`config.mk`:
```
export PLATFORM = sky130hd
export DESIGN_NAME = rtc_adj_seq
export DESIGN_NICKNAME = d
export VERILOG_FILES = /design/src/rtl/rtc_adj_seq.sv
export SDC_FILE = /design/constraint.sdc
export NUM_CORES = 1
export LEC_CHECK = 0
export ABC_AREA = 0
export CAP_MARGIN = 20
export CORE_ASPECT_RATIO = 2
export CORE_MARGIN = 5
export CORE_UTILIZATION = 47
export CTS_BUF_LIST = sky130_fd_sc_hd__clkbuf_8
export DETAILED_ROUTE_END_ITERATION = 16
export PLACE_DENSITY = 0.92
export SYNTH_ARGS = -nofsm -noshare
export SYNTH_HDL_FRONTEND = slang
export SYNTH_SLANG_ARGS = --single-unit
```
`constraint.sdc`:
```
create_clock -name clk -period 9.6 [get_ports clk]
set_input_delay 0.96 -clock clk [delete_from_list [all_inputs] [get_ports clk]]
set_output_delay 0.96 -clock clk [all_outputs]
set_load 0.02 [all_outputs]
```
`src/rtl/rtc_adj_seq.sv`:
```
`default_nettype none
// ============================================================================
//  Module   : rtc_adj_seq
//  Purpose  : Host command sequencer for the 1588 RTC. Issues time/period
//             loads and splits large signed offsets into bounded per-step
//             period adjustments, each paced by the RTC countdown.
//  Revision : 1.0 - initial release
// ============================================================================
module rtc_adj_seq (
  input  logic        rst,
  input  logic        clk,
  input  logic        i_cmd_valid,
  output logic        o_cmd_ready,
  input  logic [1:0]  i_cmd_op,
  input  logic [47:0] i_cmd_sec,
  input  logic [37:0] i_cmd_ns,
  input  logic [39:0] i_cmd_period,
  input  logic [39:0] i_cmd_offset,
  input  logic [39:0] i_step_max,
  input  logic [31:0] i_step_gap,
  input  logic        i_abort,
  output logic        o_time_ld,
  output logic [37:0] o_time_reg_ns_in,
  output logic [47:0] o_time_reg_sec_in,
  output logic        o_period_ld,
  output logic [39:0] o_period_in,
  output logic        o_adj_ld,
  output logic [31:0] o_adj_ld_data,
  output logic [39:0] o_period_adj,
  output logic        o_busy,
  output logic        o_done,
  output logic        o_err,
  output logic        o_aborted,
  output logic [39:0] o_adj_rem
);

  localparam logic [1:0] c_OP_SET_TIME   = 2'd0;
  localparam logic [1:0] c_OP_SET_PERIOD = 2'd1;
  localparam logic [1:0] c_OP_ADJ_OFFSET = 2'd2;

  typedef enum logic [2:0] {
    S_IDLE      = 3'd0,
    S_LD_TIME   = 3'd1,
    S_LD_PER    = 3'd2,
    S_ADJ_ISSUE = 3'd3,
    S_ADJ_WAIT  = 3'd4,
    S_DONE      = 3'd5
  } state_t;

  state_t      r_state;
  state_t      w_next;

  logic [47:0] r_sec;
  logic [37:0] r_ns;
  logic [39:0] r_period;
  logic [39:0] r_step_max;
  logic [31:0] r_step_gap;
  logic [31:0] r_cnt;
  logic [39:0] r_adj_rem;
  logic [39:0] r_period_adj;
  logic        r_err;
  logic        r_aborted;

  logic        w_accept;
  logic        w_reject;
  logic [39:0] w_rem_mag;
  logic [39:0] w_chunk;

  // Abort in IDLE blocks acceptance outright.
  assign w_accept = i_cmd_valid && (r_state == S_IDLE) && !i_abort;

  // Step size must be nonzero and fit a positive signed value; an all-ones
  // gap would wrap the per-step pacing.
  assign w_reject = (i_step_max == 40'd0) || i_step_max[39] || (&i_step_gap);

  // Magnitude is unsigned 40-bit, so the most negative offset is handled.
  assign w_rem_mag = r_adj_rem[39] ? (~r_adj_rem + 40'd1) : r_adj_rem;

  // Final chunk takes the exact residual; otherwise a full step carrying
  // the residual's sign, so the residual never overshoots zero.
  assign w_chunk = (w_rem_mag <= r_step_max) ? r_adj_rem :
                   (r_adj_rem[39] ? (~r_step_max + 40'd1) : r_step_max);

  assign o_time_reg_sec_in = r_sec;
  assign o_time_reg_ns_in  = r_ns;
  assign o_period_in       = r_period;
  assign o_adj_ld_data     = r_step_gap;
  assign o_adj_rem         = r_adj_rem;

  // State register.
  always_ff @(posedge clk or posedge rst) begin
    if (rst) r_state <= S_IDLE;
    else     r_state <= w_next;
  end

  // Next-state decode and per-state output pulses.
  always_comb begin
    w_next       = r_state;
    o_cmd_ready  = 1'b0;
    o_time_ld    = 1'b0;
    o_period_ld  = 1'b0;
    o_adj_ld     = 1'b0;
    o_period_adj = 40'd0;
    o_busy       = 1'b1;
    o_done       = 1'b0;
    o_err        = 1'b0;
    o_aborted    = 1'b0;
    case (r_state)
      S_IDLE: begin
        o_busy      = 1'b0;
        o_cmd_ready = !i_abort;
        if (w_accept) begin
          case (i_cmd_op)
            c_OP_SET_TIME:   w_next = S_LD_TIME;
            c_OP_SET_PERIOD: w_next = S_LD_PER;
            c_OP_ADJ_OFFSET: w_next = (w_reject || (i_cmd_offset == 40'd0)) ? S_DONE : S_ADJ_ISSUE;
            default:         w_next = S_DONE;
          endcase
        end
      end
      S_LD_TIME: begin
        o_time_ld = 1'b1;
        w_next    = S_DONE;
      end
      S_LD_PER: begin
        o_period_ld = 1'b1;
        w_next      = S_DONE;
      end
      S_ADJ_ISSUE: begin
        o_adj_ld     = 1'b1;
        o_period_adj = w_chunk;
        w_next       = i_abort ? S_DONE : S_ADJ_WAIT;
      end
      S_ADJ_WAIT: begin
        o_period_adj = r_period_adj;
        if (i_abort)              w_next = S_DONE;
        else if (r_cnt == 32'd0)  w_next = (r_adj_rem != 40'd0) ? S_ADJ_ISSUE : S_DONE;
      end
      S_DONE: begin
        o_done    = 1'b1;
        o_err     = r_err;
        o_aborted = r_aborted;
        w_next    = S_IDLE;
      end
      default: w_next = S_IDLE;
    endcase
  end

  // Command latch, residual offset tracking and step pacing counter.
  always_ff @(posedge clk or posedge rst) begin
    if (rst) begin
      r_sec        <= 48'd0;
      r_ns         <= 38'd0;
      r_period     <= 40'd0;
      r_step_max   <= 40'd0;
      r_step_gap   <= 32'd0;
      r_cnt        <= 32'd0;
      r_adj_rem    <= 40'd0;
      r_period_adj <= 40'd0;
      r_err        <= 1'b0;
      r_aborted    <= 1'b0;
    end else begin
      case (r_state)
        S_IDLE: begin
          if (w_accept) begin
            r_sec      <= i_cmd_sec;
            r_ns       <= i_cmd_ns;
            r_period   <= i_cmd_period;
            r_step_max <= i_step_max;
            r_step_gap <= i_step_gap;
            r_err      <= (i_cmd_op == c_OP_ADJ_OFFSET) && w_reject;
            r_aborted  <= 1'b0;
            r_adj_rem  <= ((i_cmd_op == c_OP_ADJ_OFFSET) && !w_reject) ? i_cmd_offset : 40'd0;
          end
        end
        S_ADJ_ISSUE: begin
          r_adj_rem    <= r_adj_rem - w_chunk;
          r_period_adj <= w_chunk;
          r_cnt        <= r_step_gap;
          if (i_abort) r_aborted <= 1'b1;
        end
        S_ADJ_WAIT: begin
          if (i_abort)              r_aborted <= 1'b1;
          else if (r_cnt != 32'd0)  r_cnt     <= r_cnt - 32'd1;
        end
        default: ;
      endcase
    end
  end

endmodule
`default_nettype wire

```
### Yosys cells after proc, flatten, opt, wreduce, memory -nomap -nowiden

Index checks and enable logic that the tools add are counted.
W data, S select, Z words.

* reductions and logical operators: 27
* $add $sub $neg: 4
* bitwise operators: 2
* eq/ne operators: 12
* order comparisons: 1
* multiplexer cells: 29

Operators with widths (count)
* $mux W40: 5
* $pmux W40 S2: 2
* $add A40 B1 Y40 const B: 2
* $logic_not A40 Y1: 2
* $not A40 Y40: 2
* $mux W32: 2
* $pmux W32 S2: 1
* $le A40 B40 Y1: 1
* $reduce_bool A40 Y1: 1
* $sub A40 B40 Y40: 1
* $logic_not A32 Y1: 1
* $reduce_and A32 Y1: 1
* $reduce_bool A32 Y1: 1
* $sub A32 B1 Y32 const B: 1
* $mux W3: 5
* $pmux W3 S4: 1
* $mux W1: 11
* $pmux W3 S3: 1
* $eq A3 B2 Y1 const B: 2
* $eq A3 B3 Y1 const B: 2
* $ne A2 B2 Y1 const B: 3
* $reduce_and A2 Y1: 3
* $reduce_and A3 Y1: 2
* $reduce_bool A2 Y1: 3
* other kinds (12): 19

* register bits after elaboration: 315
* word-level logic and storage cells: 86
* bits of input ports: 244

### Logic depth before layout (Yosys ltp)

* word-level depth: 8
* mapped depth: 38
* mapped depth without buffers: 33

### Worst setup path after synthesis

No wires, ideal clock.

* path kind: flip-flop to flip-flop
* start: register r_adj_rem[7], in the netlist o_adj_rem[7]
* end: register r_adj_rem[39], in the netlist o_adj_rem[39]
* clock period less this slack: 8.284 ns
* path buffers: 4
* arrival: 8.148 ns
* setup slack: 1.316 ns
* data required time: 9.465 ns
* setup time: 0.135 ns
* stages on the path, launching flop included: 37
* cells stage by stage: dfrtp_1 > buf_2 > or4_1 > nor4_2 > nand2b_1 > or3_1 > or3b_1 > or3_1 > or3_1 > or3_1 > o21ai_1 > xnor2_1 > ha_1 > nand3_1 > nor4_1 > and2_1 > o311ai_0 > o211a_1 > nor2_1 > clkbuf_1 > clkbuf_1 > buf_1 > nand2_1 > o21ai_0 > ha_1 > inv_1 > maj3_1 > o21a_1 > a31o_2 > nor3_1 > o21a_1 > nor4b_2 > o21ai_0 > a21o_1 > o21ai_1 > mux2i_1 > o21ai_0

* cells in the longest elaborated chain, start to end: 7

Ends and longest elaborated chain
* start, declared: line 59 `logic [39:0] r_adj_rem;`
* start signal, assigned: line 173 `r_adj_rem <= ((i_cmd_op == c_OP_ADJ_OFFSET) && !w_reject) ? i_cmd_offset : 40'd0;`
* start signal, assigned: line 177 `r_adj_rem <= r_adj_rem - w_chunk;`
* $not A40 Y40: line 77 `assign w_rem_mag = r_adj_rem[39] ? (~r_adj_rem + 40'd1) : r_adj_rem;`
* $add A40 B1 Y40: line 77
* $mux W40 (*): line 77
* $le A40 B40 Y1 (*): line 81 `assign w_chunk = (w_rem_mag <= r_step_max) ? r_adj_rem :`
* $mux W40 (*): line 81
* net w_chunk[0]: line 67 `logic [39:0] w_chunk;`
* $sub A40 B40 Y40 (*): line 177
* $pmux W40 S2 (*): line 163 `case (r_state)`

Mark *: on every way through the listed nets, which the timed path passes. The rest lies on a longest branch.
A chain may end at the register's enable or synchronous reset.

### Worst setup path after layout

* start: register r_adj_rem[7], in the netlist o_adj_rem[7]
* end: output port o_period_adj[39]

* cells in the longest elaborated chain, start to end: 6

Ends and longest elaborated chain
* $not A40 Y40: line 77
* $add A40 B1 Y40: line 77
* $mux W40 (*): line 77
* $le A40 B40 Y1 (*): line 81
* $mux W40 (*): line 81
* $pmux W40 S2 (*): line 108 `case (r_state)`
* end, declared: line 29 `output logic [39:0] o_period_adj,`

Every way passes the cells marked *; elsewhere a longest branch is shown, timed or not.

==> run_results.csv <==
group,metric,value,unit
routing,post_drt_wl_per_cell,24.2,um
die,die-area,46800,sq um
global_routing,grt_pass1_vias,21550,
routing,drt-vias-per-instance,6.10,
cells_and_area,area_growth,31.5,%
logic_synthesis,seq_area_frac_synth,39.6,%
clock_tree,clock-sinks,315,
placed_design,place_area,25100,sq um
worst_setup_path,cp-end-kind,"output port",
run,max_cap_violations,0,
timing,hold_viol,0,
routing,drt-pass1-iter-count,6,
worst_setup_path,worstPathRequired,8640,ps
cells_and_area,fin_util,62.4,%
cells_and_area,multi_input_area,11200,sq um
logic_synthesis,yosys.area.top_type,"dfrtp_1",
timing,timing.final.crit_share,94.3,%
logic_synthesis,synth.distinct_cells,97,
power,power_density,457,nW/um^2
clock_tree,cts_buffers,47,
hold_path,hold_class,"flop to flop",
timing,worst_slew_pin_slew,1150,ps
cells_and_area,fin_area,26200,sq um
clock_tree,cts_tree,"done",
global_routing,grt_max_degree,168,
placed_design,dp_hpwl,63.4,mm
worst_setup_path,path_max_fanout,44,
logic_synthesis,synth_commonest_cells,"nand2_1, dfrtp_1, nor2_1",
power,cellLeakagePower,11.9,nW
timing,post-route-min-period,9050,ps
logic_synthesis,syn_inst,2473,
worst_setup_path,worstPathArrival,8090,ps
timing,setup_viol,0,
routing,postRouteAntennaNets,0,
timing,slew_headroom,22.8,%
logic_synthesis,yosysMostFrequentCell,"nand2_1",
placed_design,io_buffers,489,
die,die_w,155,um
worst_setup_path,cp-start-kind,"flop",
cells_and_area,regArea,7880,sq um
timing,whs,474,ps
routing,drc,0,
global_routing,grt-ovfl-total,0,
die,num_rows,106,
global_routing,grt_usage,34.4,%
cells_and_area,num-fill-cells,3548,
clock_tree,cts.clk_slew.worst_paths,70,ps
logic_synthesis,syn_avg_cell_area,8.04,sq um
clock_tree,postCtsSetupRepairBufs,0,
worst_setup_path,slowest_delay,680,ps
timing,finalClockSkew,55.2,ps
logic_synthesis,synth.area.top_cells,"dfrtp_1, nand2_1, xnor2_1",
timing,slew_viol_final,0,
outcome,outcome,"completed",
routing,drt_iter0_markers,1713,
clock_tree,htreeDepth,2,
global_routing,grt_pass1_wl,125,mm
timing,rsz0062_at_grt,"no",
worst_setup_path,crit_type,"flop to output port",
logic_synthesis,ys_ff_latch,315,
die,die_h,301,um
logic_synthesis,syn-num-nets,2779,
worst_setup_path,cp_top_family,"simple AND/OR/NAND/NOR gates",
logic_synthesis,ys_warn_count,0,
clock_tree,clock_latency,650,ps
cells_and_area,drive_gt1_share,5.56,%
clock_tree,cts_resized,0,
clock_tree,hold_buffers,0,
logic_synthesis,synth_top_area_share,39.6,%
timing,fin_tns_setup,0,ps
logic_synthesis,ys.flop_type,"dfrtp_1",
global_routing,antenna_found_initial,7,
clock_tree,clockBufferDepth,3,
routing,routed_wl,83.7,mm
worst_setup_path,crit_buf_inv,2,
timing,max_freq,110,MHz
routing,num_vias,21089,
logic_synthesis,synth_edf_count,0,
worst_setup_path,worstPathCellList,"or4_1, nor4_2, nand2b_1, or3_1, or3b_1, or3_1, or3_1, or3_1, o21ai_1, xnor2_1, ha_1, nand3_1, nor4_1, and2_1, o311ai_0, o211ai_1, nand2_2, buf_4, nor3_1, a21oi_1, o221ai_1, nand2_1, clkdlybuf4s50_1",
worst_setup_path,crit_top_cell,"or3_1",
cells_and_area,nets,3189,
placed_design,globalplace.congestion,1.05,
die,io_pins,490,
die,initial_core_util,47.5,%
power,vdd_drop_max,0.264,mV
logic_synthesis,syn_area,19900,sq um
die,fp.coreArea,41900,sq um
logic_synthesis,synthArstFlopShare,100,%
worst_setup_path,critPathSlowestCell,"or4_1",
clock_tree,cts_root_buf,"clkbuf_8",
[flip-flops by register name (all words and copies together) (netlist names)]
signal	flops
r_state	3
o_time_reg_ns_in	38
r_cnt	32
o_period_in	40
o_time_reg_sec_in	48
o_adj_ld_data	32
r_err	1
o_adj_rem	40
r_aborted	1
r_step_max	40
r_period_adj	40
[tightest hold or removal path: cells and delay by family (launching register included)]
family,cells,cell delay (ps)
DFF,1,340
and+or+nand+nor,2,100
[path summary, 6_finish.rpt]
| kind | from | end | slack, ps | depth (start not counted) |
|---|---|---|---|---|
| hold reg to reg | o_time_reg_ns_in[28]$_DFFE_PP0P_ | o_time_reg_ns_in[28]$_DFFE_PP0P_ | 470 | 2 |
| min in group asynchronous | rst | r_period_adj[6]$_DFFE_PP0P_ | 820 | 3 |
| max in group asynchronous | rst | o_time_reg_sec_in[35]$_DFFE_PP0P_ | 7280 | 4 |
| hold / removal | o_time_reg_ns_in[28]$_DFFE_PP0P_ | o_time_reg_ns_in[28]$_DFFE_PP0P_ | 470 | 2 |
| setup / recovery | o_adj_rem[7]$_DFFE_PP0P_ | o_period_adj[39] | 550 | 23 |
| setup reg to reg | o_adj_rem[7]$_DFFE_PP0P_ | o_adj_rem[37]$_DFFE_PP0P_ | 830 | 33 |
[layer usage]
metal / share of wire (%) / GRT usage (%)
met1: 32 / 34.3
met2: 50 / 59.5
met3: 8.4 / 8.30
met4: 10 / 28.6
met5: 0.032 / 0
[logic make-up after synthesis]
group                      synth area share [%]
AOI/OAI and AO/OA                          20.6
xor gates and xnor gates                   6.01
adders and majority gates                  4.53
buffers and inverters                      4.41
DFF                                        39.6
muxes                                     0.151
and+or+nand+nor                            24.6
[layout by cell type, fill, tap and decap left out, drive strengths merged, types with 31 or more instances in the layout]
cell type      count
a21oi            138
dfrtp            315
nor2             169
clkdlybuf4s50    489
a211oi            39
a21o              95
xnor2            100
or3               34
nand2            650
nand3             52
inv               74
clkbuf            57
ha                62
o21ai            162
buf               35
nor4              35
nand4             31
nor3              49
[through the flow]
| step | instances | power (mW) | setup slack (ps) |
|---|---|---|---|
| 2_1_floorplan | 2473 | 7.57 | 1320 |
| 3_3_place_gp | 3371 | 10.3 | 1330 |
| 3_5_place_dp | 3372 | 10.5 | 1030 |
| 4_1_cts | 3453 | 11.8 | 596 |
| 5_1_grt | 3457 | 12.6 | 28.1 |
| 6_report | 3459 | 12.0 | 547 |
[area by class of cell]
cell class              instances  share of cell area, %
diodes                          4                 0.0383
clock inverters                24                  0.761
repair buffers                524                   19.9
well taps                     540                   2.58
multi-input cells            1932                   42.7
flip-flops and latches        315                   30.1
inverters                      63                  0.918
clock buffers                  57                   3.00
[where the power goes]
group	leakage (nW)	internal (mW)	switching, mW
clock	0.554	0.620	0.571
sequential	3.96	1.93	0.674
combinational	7.39	3.12	5.03
Power figures use the tool's default switching activity.
